$ cat config.mk
export PLATFORM = sky130hd
export DESIGN_NAME = rsa_operand_writer_flat
export DESIGN_NICKNAME = d
export VERILOG_FILES = /design/src/rtl/rsa_pkg.sv /design/src/rtl/rsa_operand_writer_if.sv /design/src/rtl/rsa_operand_writer.sv /design/src/flat_wrapper.sv
export SDC_FILE = /design/constraint.sdc
export NUM_CORES = 1
export LEC_CHECK = 0
export CAP_MARGIN = 10
export CORE_MARGIN = 8
export CORE_UTILIZATION = 42
export DETAILED_ROUTE_END_ITERATION = 6
export PLACE_DENSITY_LB_ADDON = 0.3
export SLEW_MARGIN = 40
export SYNTH_ARGS = -nofsm -noshare
export SYNTH_HDL_FRONTEND = slang
export SYNTH_SLANG_ARGS = --single-unit
$ cat constraint.sdc
create_clock -name clk -period 2.1 [get_ports clk]
set_clock_uncertainty 0.15 [all_clocks]
set_input_delay 0.42 -clock clk [delete_from_list [all_inputs] [get_ports clk]]
set_output_delay 0.42 -clock clk [all_outputs]
set_load 0.02 [all_outputs]
$ cat src/rtl/rsa_pkg.sv
// ---------------------------------------------------------------------------
// rsa_pkg
// Shared constants and types for the RSA operand memories and the blocks that
// read and write them.
//   WIDTH      : data word width in bits
//   ADDR_WIDTH : operand memory address width
//   NUM_WORDS  : words per operand (128 x 32 = 4096 bits)
//   SEL_M/SEL_E: encoding of the target-memory select
//   state_t    : writer FSM states
// ---------------------------------------------------------------------------
package rsa_pkg;

  localparam int WIDTH      = 32;
  localparam int ADDR_WIDTH = 7;
  localparam int NUM_WORDS  = 128;

  localparam logic SEL_M = 1'b0;
  localparam logic SEL_E = 1'b1;

  typedef enum logic [1:0] {
    IDLE  = 2'd0,
    LOAD  = 2'd1,
    FLUSH = 2'd2,
    DONE  = 2'd3
  } state_t;

endpackage

$ cat src/rtl/rsa_operand_writer_if.sv
// ---------------------------------------------------------------------------
// rsa_operand_writer_if
// Bundles the operand stream handshake, the memory write port and the status
// flags of the operand writer.
//   start, sel          : load request and target memory (0 = m, 1 = e)
//   in_valid, in_data   : operand word stream from the producer
//   in_ready            : writer accepts a word this cycle
//   wr_en_m, wr_en_e    : write strobes into mem_m / mem_e
//   wr_addr, wr_data    : shared write address and data
//   busy, done          : status (busy while loading, done one-cycle pulse)
//   checksum            : XOR of accepted words, only present when
//                         RSA_OPERAND_WRITER_CHECKSUM_EN is defined
// Modports: master = producer side, slave = the writer itself.
// ---------------------------------------------------------------------------
interface rsa_operand_writer_if
  import rsa_pkg::*;
#(
  parameter int WIDTH      = rsa_pkg::WIDTH,
  parameter int ADDR_WIDTH = rsa_pkg::ADDR_WIDTH
);

  logic                  start;
  logic                  sel;
  logic                  in_valid;
  logic [WIDTH-1:0]      in_data;
  logic                  in_ready;
  logic                  wr_en_m;
  logic                  wr_en_e;
  logic [ADDR_WIDTH-1:0] wr_addr;
  logic [WIDTH-1:0]      wr_data;
  logic                  busy;
  logic                  done;

`ifdef RSA_OPERAND_WRITER_CHECKSUM_EN
  logic [WIDTH-1:0]      checksum;

  modport master (
    output start, sel, in_valid, in_data,
    input  in_ready, wr_en_m, wr_en_e, wr_addr, wr_data, busy, done, checksum
  );

  modport slave (
    input  start, sel, in_valid, in_data,
    output in_ready, wr_en_m, wr_en_e, wr_addr, wr_data, busy, done, checksum
  );
`else
  modport master (
    output start, sel, in_valid, in_data,
    input  in_ready, wr_en_m, wr_en_e, wr_addr, wr_data, busy, done
  );

  modport slave (
    input  start, sel, in_valid, in_data,
    output in_ready, wr_en_m, wr_en_e, wr_addr, wr_data, busy, done
  );
`endif

endinterface

$ cat src/rtl/rsa_operand_writer.sv
// ---------------------------------------------------------------------------
// rsa_operand_writer
// Loads one multi-word operand, least-significant word first, from a
// valid/ready word stream into either the m or the e operand memory, and
// pulses done once the last word has been written.
//
// Ports:
//   clk    : clock, everything on the rising edge
//   reset  : synchronous, active-high
//   bus    : rsa_operand_writer_if.slave (stream in, memory write port out,
//            busy/done status, optional checksum)
//
// Optional feature macro: RSA_OPERAND_WRITER_CHECKSUM_EN
//   When defined, bus.checksum carries the XOR of all words accepted in the
//   current operand; it is cleared on start and held after done.
//
// Timing: a word accepted in cycle N is written in cycle N+1 (address = word
// index). After the last acceptance there is one FLUSH cycle for that write,
// then one DONE cycle with done=1, then back to IDLE.
// ---------------------------------------------------------------------------
module rsa_operand_writer #(
  parameter int WIDTH      = rsa_pkg::WIDTH,
  parameter int ADDR_WIDTH = rsa_pkg::ADDR_WIDTH,
  parameter int NUM_WORDS  = rsa_pkg::NUM_WORDS
) (
  input  logic                clk,
  input  logic                reset,
  rsa_operand_writer_if.slave bus
);

  import rsa_pkg::*;

  // Index of the final word; the counter stops here instead of wrapping.
  localparam logic [ADDR_WIDTH-1:0] LAST_IDX = ADDR_WIDTH'(NUM_WORDS - 1);

  state_t                state;
  state_t                state_nx;

  logic [ADDR_WIDTH-1:0] count;
  logic                  sel_q;
  logic                  wr_en_m_q;
  logic                  wr_en_e_q;
  logic [ADDR_WIDTH-1:0] wr_addr_q;
  logic [WIDTH-1:0]      wr_data_q;

  logic                  start_acc;
  logic                  accept;
  logic                  last_word;

  // start is only honoured in IDLE; a word is only taken in LOAD, so a word
  // offered in the same cycle as start is never consumed.
  assign start_acc = (state == IDLE) && bus.start;
  assign accept    = (state == LOAD) && bus.in_valid;
  assign last_word = (count == LAST_IDX);

  // State register.
  always_ff @(posedge clk) begin
    if (reset) begin
      state <= IDLE;
    end else begin
      state <= state_nx;
    end
  end

  // Next-state logic: IDLE -> LOAD on start, LOAD -> FLUSH on the last
  // accepted word, then a single FLUSH and a single DONE cycle.
  always_comb begin
    state_nx = state;
    case (state)
      IDLE:    if (start_acc) state_nx = LOAD;
      LOAD:    if (accept && last_word) state_nx = FLUSH;
      FLUSH:   state_nx = DONE;
      DONE:    state_nx = IDLE;
      default: state_nx = IDLE;
    endcase
  end

  // Status outputs decode directly from the state so they are glitch-free
  // relative to the state register and zero in reset.
  always_comb begin
    bus.in_ready = 1'b0;
    bus.busy     = 1'b0;
    bus.done     = 1'b0;
    case (state)
      IDLE:  ;
      LOAD: begin
        bus.in_ready = 1'b1;
        bus.busy     = 1'b1;
      end
      FLUSH: bus.busy = 1'b1;
      DONE: begin
        bus.busy = 1'b1;
        bus.done = 1'b1;
      end
      default: ;
    endcase
  end

  // Word counter and latched memory select. The select is captured only
  // with an accepted start, so later changes on sel cannot redirect the
  // remaining words of an operand.
  always_ff @(posedge clk) begin
    if (reset) begin
      count <= '0;
      sel_q <= SEL_M;
    end else if (start_acc) begin
      count <= '0;
      sel_q <= bus.sel;
    end else if (accept && !last_word) begin
      count <= count + ADDR_WIDTH'(1);
    end
  end

  // Registered write port. Exactly one strobe follows each accepted word;
  // reset clears the strobes so a write in flight is dropped.
  always_ff @(posedge clk) begin
    if (reset) begin
      wr_en_m_q <= 1'b0;
      wr_en_e_q <= 1'b0;
      wr_addr_q <= '0;
      wr_data_q <= '0;
    end else begin
      wr_en_m_q <= accept && (sel_q == SEL_M);
      wr_en_e_q <= accept && (sel_q == SEL_E);
      if (accept) begin
        wr_addr_q <= count;
        wr_data_q <= bus.in_data;
      end
    end
  end

  assign bus.wr_en_m = wr_en_m_q;
  assign bus.wr_en_e = wr_en_e_q;
  assign bus.wr_addr = wr_addr_q;
  assign bus.wr_data = wr_data_q;

`ifdef RSA_OPERAND_WRITER_CHECKSUM_EN
  logic [WIDTH-1:0] checksum_q;

  // Running XOR of the accepted words. It is complete one cycle after the
  // last acceptance and therefore already settled in the DONE cycle; it then
  // holds until the next accepted start.
  always_ff @(posedge clk) begin
    if (reset) begin
      checksum_q <= '0;
    end else if (start_acc) begin
      checksum_q <= '0;
    end else if (accept) begin
      checksum_q <= checksum_q ^ bus.in_data;
    end
  end

  assign bus.checksum = checksum_q;
`endif

endmodule

$ cat src/flat_wrapper.sv
// flat-port wrapper written by rule: the top's interface ports become plain ports
module rsa_operand_writer_flat import rsa_pkg::*;
#(
  parameter int WIDTH      = rsa_pkg::WIDTH,
  parameter int ADDR_WIDTH = rsa_pkg::ADDR_WIDTH,
  parameter int NUM_WORDS  = rsa_pkg::NUM_WORDS
)
  (clk, reset, bus_start, bus_sel, bus_in_valid, bus_in_data, bus_in_ready, bus_wr_en_m, bus_wr_en_e, bus_wr_addr, bus_wr_data, bus_busy, bus_done);
  rsa_operand_writer_if #(.WIDTH(WIDTH), .ADDR_WIDTH(ADDR_WIDTH)) bus_i ();
  input  logic clk;
  input  logic reset;
  input wire logic [$bits(bus_i.start)-1:0] bus_start;
  input wire logic [$bits(bus_i.sel)-1:0] bus_sel;
  input wire logic [$bits(bus_i.in_valid)-1:0] bus_in_valid;
  input wire logic [$bits(bus_i.in_data)-1:0] bus_in_data;
  output wire logic [$bits(bus_i.in_ready)-1:0] bus_in_ready;
  output wire logic [$bits(bus_i.wr_en_m)-1:0] bus_wr_en_m;
  output wire logic [$bits(bus_i.wr_en_e)-1:0] bus_wr_en_e;
  output wire logic [$bits(bus_i.wr_addr)-1:0] bus_wr_addr;
  output wire logic [$bits(bus_i.wr_data)-1:0] bus_wr_data;
  output wire logic [$bits(bus_i.busy)-1:0] bus_busy;
  output wire logic [$bits(bus_i.done)-1:0] bus_done;
  assign bus_i.start = bus_start;
  assign bus_i.sel = bus_sel;
  assign bus_i.in_valid = bus_in_valid;
  assign bus_i.in_data = bus_in_data;
  assign bus_in_ready = bus_i.in_ready;
  assign bus_wr_en_m = bus_i.wr_en_m;
  assign bus_wr_en_e = bus_i.wr_en_e;
  assign bus_wr_addr = bus_i.wr_addr;
  assign bus_wr_data = bus_i.wr_data;
  assign bus_busy = bus_i.busy;
  assign bus_done = bus_i.done;
  rsa_operand_writer #(.WIDTH(WIDTH), .ADDR_WIDTH(ADDR_WIDTH), .NUM_WORDS(NUM_WORDS)) u_core (.clk(clk), .reset(reset), .bus(bus_i));
endmodule
==> impl_metrics.yaml, run 1 <==
synthesis:
  synthDominantCellAreaShare_pct: 52.8
  syn_inst: 237
  avgSynthCellArea_um2: 8.16
  synth_nets: 280
  synthTopCellsByArea: "dfxtp_1 (53%), nand2_1 (16%), a21oi_1 (11%)"
  synth_seq_area_share_pct: 52.8
  synth_cell_types: 29
  syn_area_um2: 1930
  yosysWarnings: 0
  yosysTopAreaCell: "dfxtp_1"
  ys_ff_latch: 51
route:
  vias: 1806
  final_antenna_net_count: 0
  firstDrtPassIters: 4
  drt_wl_total_mm: 4.97
  viasPerCell: 4.91
  avgRoutedWirePerCell_um: 13.5
  drt_iter0_drc: 104
  drc: 0
global_route:
  grt_usage_pct: 14.3
  grt_pass1_vias: 1720
  grt_start_max_net_pins: 25
  overflow: 0
  grt_pass1_wl_mm: 8.34
  antenna_found_initial: 0
layout:
  drive_gt1_share_pct: 5.70
  final_core_util_pct: 65.6
  areaGrowthSynthToFinish_pct: 48.7
  diodes: 0
  instances_no_fill: 368
  fin_nets: 358
power:
  power_switching_mw: 0.824
  power.density_nw_per_um2: 888
  p_clk_share_pct: 23.8
  leakage_nw: 1.02
  vdd_drop_max_mv: 0.569
  combPwrFrac_pct: 32.0
  switching_share_pct: 32.3
  power.internal_mw: 1.73
  sequentialPowerShare_pct: 44.2
setup_path:
  cp-end-kind: "primary output"
  regToRegSetupSlack_ps: 350
  endpoint: "bus_done"
  reg2reg_to: "u_core.count[4]"
  crit_start: "u_core.state[0]"
  r2r_start: "u_core.state[1]"
  worstSetupPathType: "reg -> out"
  startpoint_type: "register"
  cp_max_fo: 3
  worstPathRequired_ps: 1530
  crit_arrival_ps: 1430
  rr_worst_depth: 6
clock_network:
  h-tree-depth: 2
  clk_path_buf_depth: 2
  postCtsHoldBufs: 0
  cts-root-buf: "clkbuf_8"
  cts_tree: "done"
  cts_made_buffers: 5
  clock-sinks: 51
  clk_pin_slew_ps: 90
  clk_latency_ps: 300
hold_path:
  hold_class: "reg -> reg"
timing:
  clock.fmax_mhz: 501
  hold_violations: 0
  layout_min_cycle_time_ps: 2000
  slew_viol_final: 0
  finalSetupViolCount: 0
  min_period_over_period_pct: 95.0
  rsz0062_at_grt: "false"
  tns_ps: 0
  slew_headroom_pct: 71.1
  worst_slew_pin_slew_ps: 434
die:
  die_h_um: 83.8
  start_util_pct: 44.1
  dieWidth_um: 83.8
  rows: 24
  core_area_um2: 4380
  die_area_um2: 7030
  io_pins: 81
run:
  maxCapViolations: 0
placed_design:
  dp.cells: 360
  io_buffers: 80
  place_congestion: 0.791
  detailed_place_hpwl_mm: 3.80
status:
  status: "finished, final reports clean"
-- metal layers --
metal / share of wire [%] / vias to the layer above / track usage (%)
li1: - / 936 / -
met1: 43 / 802 / 16.7
met2: 43 / 64 / 20.8
met4: 0.66 / 0 / 5.18
met3: 13 / 4 / 8.59
met5: 0 / - / 0
-- stage by stage --
stage	hold slack [ps]	setup WS (ps)	cell area (µm²)	power [mW]
global placement	291	198	2770	1.98
CTS	309	95.3	2870	2.59
global route	320	7.37	2870	2.73
floorplan	266	393	1930	1.62
detailed placement	297	125	2770	1.99
finish	306	105	2870	2.55
-- how the worst min path moves through the flow --
stage	startpoint	end	slack, ps	cells after the start
after global placement	u_core.bus.wr_data[2]	u_core.bus.wr_data[2]	290	2
final	u_core.bus.wr_data[10]	u_core.bus.wr_data[10]	310	2
after floorplan	u_core.sel_q	u_core.bus.wr_en_m	270	1
after global routing	u_core.bus.wr_data[10]	u_core.bus.wr_data[10]	320	2
after CTS	u_core.bus.wr_addr[4]	u_core.bus.wr_addr[4]	310	2
after detailed placement	u_core.bus.wr_addr[4]	u_core.bus.wr_addr[4]	300	2
-- power by group through the flow --
stage | Sequential (mW) | Clock (mW) | Combinational (mW)
2_1_floorplan | 1.25 | 0 | 0.372
3_3_place_gp | 1.15 | 0 | 0.830
3_5_place_dp | 1.15 | 0 | 0.842
4_1_cts | 1.13 | 0.628 | 0.830
5_1_grt | 1.14 | 0.679 | 0.910
6_report | 1.13 | 0.608 | 0.816
-- worst max-delay path, stage by stage, from the launching register on --
cell	delay (ps)
dfxtp_1	380
ha_1	150
clkdlybuf4s50_1	590
-- logic make-up after synthesis --
group / synth area share [%]
compound gates: 15.9
xor+xnor: 0.906
fa+ha+maj: 3.88
buf+inv: 4.21
flops: 52.8
simple gates: 22.3
-- sequential cells by signal, indices dropped and copies added (netlist names) --
register            count
u_core.bus.wr_data     32
u_core.count            7
u_core.sel_q            1
u_core.bus.wr_en_m      1
u_core.bus.wr_addr      7
u_core.bus.wr_en_e      1
u_core.state            2
-- Yosys cell counts --
master and number:
and2_1 1, nand2_1 83, nor3_1 1, o21bai_1 1
clkbuf_1 9, nand3_1 5, nor3b_1 1, buf_4 1
xor2_1 1, inv_1 4, a21boi_0 1, a21oi_1 43
dfxtp_1 51, ha_1 6, and4_1 1, buf_2 5
xnor2_1 1, o21a_1 1, and3_4 1, nor2_1 8
nor4_2 1, a211oi_1 1, a41oi_1 1, a31oi_1 1
o41ai_1 2, o21ai_0 3, nand4_1 1, a311oi_2 1
nand2b_1 1
-- layout make-up --
| cell class | instances | area (µm²) |
|---|---|---|
| Fill cell | 425 | 1510 |
| Sequential cell | 51 | 1020 |
| Timing Repair Buffer | 86 | 838 |
| Multi-Input combinational cell | 167 | 831 |
| Clock buffer | 7 | 96.3 |
| Tap cell | 52 | 65.1 |
| Inverter | 4 | 15.0 |
| Clock inverter | 1 | 7.51 |
-- placed cells by master (no fill, tap or decap) --
| cell type | synthesis | final |
|---|---|---|
| a211oi_1 | 1 | 1 |
| a21boi_0 | 1 | 1 |
| a21oi_1 | 43 | 43 |
| a311oi_2 | 1 | 1 |
| a31oi_1 | 1 | 1 |
| a41oi_1 | 1 | 1 |
| and2_1 | 1 | 1 |
| and3_4 | 1 | 1 |
| and4_1 | 1 | 1 |
| buf_2 | 5 | 1 |
| buf_4 | 1 | 6 |
| clkbuf_8 | 0 | 7 |
| clkdlybuf4s50_1 | 0 | 77 |
| clkinvlp_4 | 0 | 1 |
| dfxtp_1 | 51 | 51 |
| dlygate4sd2_1 | 0 | 2 |
| ha_1 | 6 | 6 |
| inv_1 | 4 | 4 |
| nand2_1 | 83 | 83 |
| nand2b_1 | 1 | 1 |
| nand3_1 | 5 | 5 |
| nand4_1 | 1 | 1 |
| nor2_1 | 8 | 8 |
| nor3_1 | 1 | 1 |
| nor3b_1 | 1 | 1 |
| nor4_2 | 1 | 1 |
| o21a_1 | 1 | 1 |
| o21ai_0 | 3 | 3 |
| o21bai_1 | 1 | 1 |
| o41ai_1 | 2 | 2 |
| xnor2_1 | 1 | 1 |
| xor2_1 | 1 | 1 |
-- timing repair --
action                     CTS  global route
setup buffers                0             0
setup endpoints to repair    2             0
gates resized for setup      2             0
No activity file was read; power rests on OpenSTA's default activity.
==> run 2: changes to the inputs <==
--- a/config.mk
+++ b/config.mk
@@ -10,6 +10,7 @@
 export CORE_UTILIZATION = 42
 export DETAILED_ROUTE_END_ITERATION = 6
 export PLACE_DENSITY_LB_ADDON = 0.3
+export SETUP_SLACK_MARGIN = 0.2
 export SLEW_MARGIN = 40
 export SYNTH_ARGS = -nofsm -noshare
 export SYNTH_HDL_FRONTEND = slang
==> run 2 against run 1 <==
  * Register-to-register slack about the same
  * Die area did not move
  * Combinational power hardly changed
  * Critical path type unchanged
  * Fmax up 8.5%
  * Routed wire length about the same
  * Sequential share of layout area about the same
  * Non-clock buffer count unchanged
  * Count of clock-buffer cells in the layout is the same
  * Largest cell class unchanged
  * Hold slack unchanged
  * Clock power hardly changed
==> impl_metrics.yaml, run 2 (synthesized netlist as in run 1, its figures left out) <==
power:
  vdd_drop_max_mv: 0.568
  power_switching_mw: 0.825
  combPwrFrac_pct: 31.9
  p_clk_share_pct: 23.9
  leakage_nw: 1.05
  switching_share_pct: 32.4
  power.internal_mw: 1.72
  power.density_nw_per_um2: 886
  sequentialPowerShare_pct: 44.2
clock_network:
  clk_latency_ps: 300
  clk_path_buf_depth: 2
  cts_tree: "done"
  postCtsHoldBufs: 0
  cts-root-buf: "clkbuf_8"
  clock-sinks: 51
  clk_pin_slew_ps: 90
  h-tree-depth: 2
  cts_made_buffers: 5
placed_design:
  detailed_place_hpwl_mm: 3.80
  place_congestion: 0.791
  dp.cells: 360
  io_buffers: 80
setup_path:
  crit_arrival_ps: 1270
  cp_max_fo: 4
  cp_cell_sequence: "inv_1 -> ha_1 -> clkdlybuf4s15_2"
  cp-end-kind: "primary output"
  cp.buffers_inverters: 2
  startpoint_type: "register"
  critPathSlowestCell: "dfxtp_1"
  cp_top_family: "buffers and inverters"
  cp_slowest_stage_delay_ps: 330
  worstSetupPathType: "reg -> out"
  worstPathRequired_ps: 1530
layout:
  areaGrowthSynthToFinish_pct: 48.8
  regArea_um2: 1020
  fin_nets: 358
  drive_gt1_share_pct: 6.33
  final_cell_mix: "nand2_1 (83), clkdlybuf4s50_1 (74), dfxtp_1 (51)"
  diodes: 0
  num-fill-cells: 423
  largest_reg_flops: 32
  multi_input_area_um2: 831
  instances_no_fill: 368
  mostFrequentLayoutCell: "nand2_1"
die:
  rows: 24
  start_util_pct: 44.1
  die_h_um: 83.8
  core_area_um2: 4380
  io_pins: 81
  dieWidth_um: 83.8
  die_area_um2: 7030
timing:
  slew_headroom_pct: 71.1
  worst_slew_pin_slew_ps: 434
  rsz0062_at_grt: "true"
  layout_min_cycle_time_ps: 1840
  clock.fmax_mhz: 544
  hold_violations: 0
  slew_viol_final: 0
  tns_ps: 0
  min_period_over_period_pct: 87.6
  finalSetupViolCount: 0
global_route:
  grt_pass1_wl_mm: 8.34
  grt_usage_pct: 14.3
  grt_start_max_net_pins: 25
  grt_pass1_vias: 1720
  overflow: 0
  antenna_found_initial: 0
route:
  final_antenna_net_count: 0
  drc: 0
  drt_wl_total_mm: 4.97
  firstDrtPassIters: 4
  drt_iter0_drc: 102
  viasPerCell: 4.91
  avgRoutedWirePerCell_um: 13.5
  vias: 1806
run:
  maxCapViolations: 0
status:
  status: "finished, final reports clean"
hold_path:
  hold_class: "reg -> reg"
## run 2: path summary, 6_finish.rpt
| kind | start | to | slack [ps] | cells past startpoint |
|---|---|---|---|---|
| setup / recovery | u_core.state[1] | bus_in_ready | 260 | 3 |
| hold / removal | u_core.bus.wr_data[10] | u_core.bus.wr_data[10] | 310 | 2 |
| hold reg to reg | u_core.bus.wr_data[10] | u_core.bus.wr_data[10] | 310 | 2 |
| setup reg to reg | u_core.state[1] | u_core.count[4] | 350 | 6 |
## run 2: layer usage
layer / track usage (%) / up-vias / routed length [µm]
met3: 8.59 / 4 / 644
met1: 16.7 / 802 / 2150
met4: 5.18 / 0 / 33
met5: 0 / - / 0
met2: 20.8 / 64 / 2140
li1: - / 936 / -
## run 2: worst min-delay path, delay by kind of cell (launching register included)
family,cells,cell delay [ps]
DFF,1,310
and+or+nand+nor,1,50
AOI/OAI and AO/OA,1,50
## run 2: layout make-up
cell class | count | area share (%)
tap | 52 | 2.26
inverter | 4 | 0.522
timing repair buffer | 86 | 29.2
clock inverter | 1 | 0.261
clock buffer | 7 | 3.35
sequential | 51 | 35.5
multi-input combinational | 167 | 28.9
## run 2: timing repair
action	CTS	global route
setup endpoints to repair	3	4
buffers inserted	0	0
endpoints found under the hold margin	0	0
gates resized for setup	5	4
pin swaps	0	0
## run 2: power groups by stage
stage | Sequential [mW] | Combinational [mW] | Clock [mW]
floorplan | 1.25 | 0.372 | 0
global placement | 1.15 | 0.830 | 0
finish | 1.13 | 0.814 | 0.608
CTS | 1.13 | 0.831 | 0.628
detailed placement | 1.15 | 0.842 | 0
global route | 1.14 | 0.907 | 0.679
## run 2: metrics by stage
step	worst slack [ps]	cell area (µm²)	utilization [%]	hold WS (ps)	power, mW
floorplan	393	1930	-	266	1.62
global placement	198	2770	63.2	291	1.98
global route	186	2880	65.6	320	2.73
finish	261	2880	65.6	306	2.55
CTS	99.2	2880	65.6	309	2.59
detailed placement	125	2770	63.2	297	1.99
==> run 3: changes to the inputs <==
--- a/config.mk
+++ b/config.mk
@@ -7,8 +7,9 @@
 export LEC_CHECK = 0
 export CAP_MARGIN = 10
 export CORE_MARGIN = 8
-export CORE_UTILIZATION = 42
+export CORE_UTILIZATION = 50
 export DETAILED_ROUTE_END_ITERATION = 6
+export DONT_BUFFER_PORTS = 1
 export PLACE_DENSITY_LB_ADDON = 0.3
 export SETUP_SLACK_MARGIN = 0.2
 export SLEW_MARGIN = 40
==> run 3 against run 2 <==
  * Fmax grew 5.9%
  * Design area shrank 28%
  * Clock power shrank 6.1%
  * Count of clock-buffer cells in the layout is the same
  * Critical path type unchanged
  * Critical endpoint is now bus_busy
  * Largest cell class unchanged
  * Largest power group unchanged
==> impl_metrics.yaml, run 3 (synthesized netlist as in run 1, its figures left out) <==
status:
  status: "finished, final reports clean"
global_route:
  grt_usage_pct: 14.1
  grt_start_max_net_pins: 48
  grt_pass1_wl_mm: 7.11
  grt_pass1_vias: 1404
  antenna_found_initial: 0
  overflow: 0
timing:
  layout_min_cycle_time_ps: 1740
  finalSetupViolCount: 0
  slew_viol_final: 0
  min_period_over_period_pct: 82.7
  hold_violations: 0
  slew_headroom_pct: 75.9
  tns_ps: 0
  clock.fmax_mhz: 576
  worst_slew_pin_slew_ps: 361
  rsz0062_at_grt: "false"
clock_network:
  clock-sinks: 51
  cts_made_buffers: 5
  postCtsHoldBufs: 0
  clk_pin_slew_ps: 80
  cts_resized: 0
  cts-root-buf: "clkbuf_8"
  cts_tree: "done"
  h-tree-depth: 2
  clk_latency_ps: 290
  cts_setup_buffers: 0
  clk_path_buf_depth: 2
setup_path:
  cp_max_fo: 4
  worstPathRequired_ps: 1530
  crit_top_cell: "inv_1"
  rr_worst_depth: 7
  cp_top_family: "flip-flops"
  worst-path-stages: 3
  cp.buffers_inverters: 2
  cp_slowest_stage_delay_ps: 360
  reg2reg_to: "u_core.count[0]"
  regToRegSetupSlack_ps: 370
  r2r_start: "u_core.state[1]"
  critPathSlowestCell: "dfxtp_1"
  crit_arrival_ps: 1170
  worstSetupPathType: "reg -> out"
  cp_cell_sequence: "inv_1 -> ha_1 -> inv_1"
  crit_start: "u_core.state[0]"
  cp-end-kind: "primary output"
  startpoint_type: "register"
layout:
  final_cell_mix: "nand2_1 (83), dfxtp_1 (51), a21oi_1 (43)"
  drive_gt1_share_pct: 6.78
  areaGrowthSynthToFinish_pct: 7.57
  regArea_um2: 1020
  largest_reg_flops: 32
  instances_no_fill: 284
  fin_nets: 278
  mostFrequentLayoutCell: "nand2_1"
  num-fill-cells: 354
  multi_input_area_um2: 831
  diodes: 0
die:
  die_h_um: 78.2
  rows: 22
  dieWidth_um: 78.2
  core_area_um2: 3690
  die_area_um2: 6110
  io_pins: 81
  start_util_pct: 52.4
run:
  maxCapViolations: 0
power:
  power.density_nw_per_um2: 1100
  vdd_drop_max_mv: 0.458
  leakage_nw: 0.722
  power_mw: 2.28
hold_path:
  hold_class: "in -> reg"
  holdPathStages: 1
  min-delay-start: "reset"
  min_to: "u_core.bus.wr_addr[5]"
placed_design:
  dp.cells: 276
  detailed_place_hpwl_mm: 3.23
  place_congestion: 0.787
  io_buffers: 0
route:
  vias: 1494
  drc: 0
  drt_wl_total_mm: 4.40
  drt_iter0_drc: 96
  avgRoutedWirePerCell_um: 15.5
  viasPerCell: 5.26
  final_antenna_net_count: 0
  firstDrtPassIters: 4
## run 3: report_power, final
| group | internal (mW) | total (mW) | switching (mW) |
|---|---|---|---|
| Sequential | 1.07 | 1.25 | 0.175 |
| Combinational | 0.165 | 0.459 | 0.293 |
| Clock | 0.270 | 0.571 | 0.301 |
## run 3: area by class of cell
| cell class | instances | share of cell area [%] |
|---|---|---|
| multi-input cells | 167 | 40.0 |
| well taps | 48 | 2.89 |
| repair buffers | 6 | 2.77 |
| clock inverters | 1 | 0.421 |
| inverters | 4 | 0.722 |
| clock buffers | 7 | 4.15 |
| flip-flops and latches | 51 | 49.1 |
## run 3: stage by stage
step | hold WS, ps | setup slack [ps] | utilization [%] | area (µm²)
6_report | 40.9 | 363 | 56.4 | 2080
5_1_grt | 17.8 | 210 | 56.4 | 2080
4_1_cts | 19.3 | 333 | 56.4 | 2080
3_5_place_dp | 302 | 367 | 53.8 | 1980
3_3_place_gp | 281 | 426 | 53.8 | 1980
2_1_floorplan | 266 | 393 | - | 1930
## run 3: how the worst max path moves through the flow
stage and end:
3_5_place_dp u_core.count[0], 6_report bus_busy, 2_1_floorplan u_core.count[4], 4_1_cts bus_busy, 3_3_place_gp u_core.count[0], 5_1_grt u_core.count[0]
## run 3: layer usage
layer	routed length (µm)	GRT usage, %	share of wire [%]
met1	1890	16.8	43
met2	1910	20.0	43
met3	561	9.57	13
met4	40	3.89	0.91
met5	0	0	0
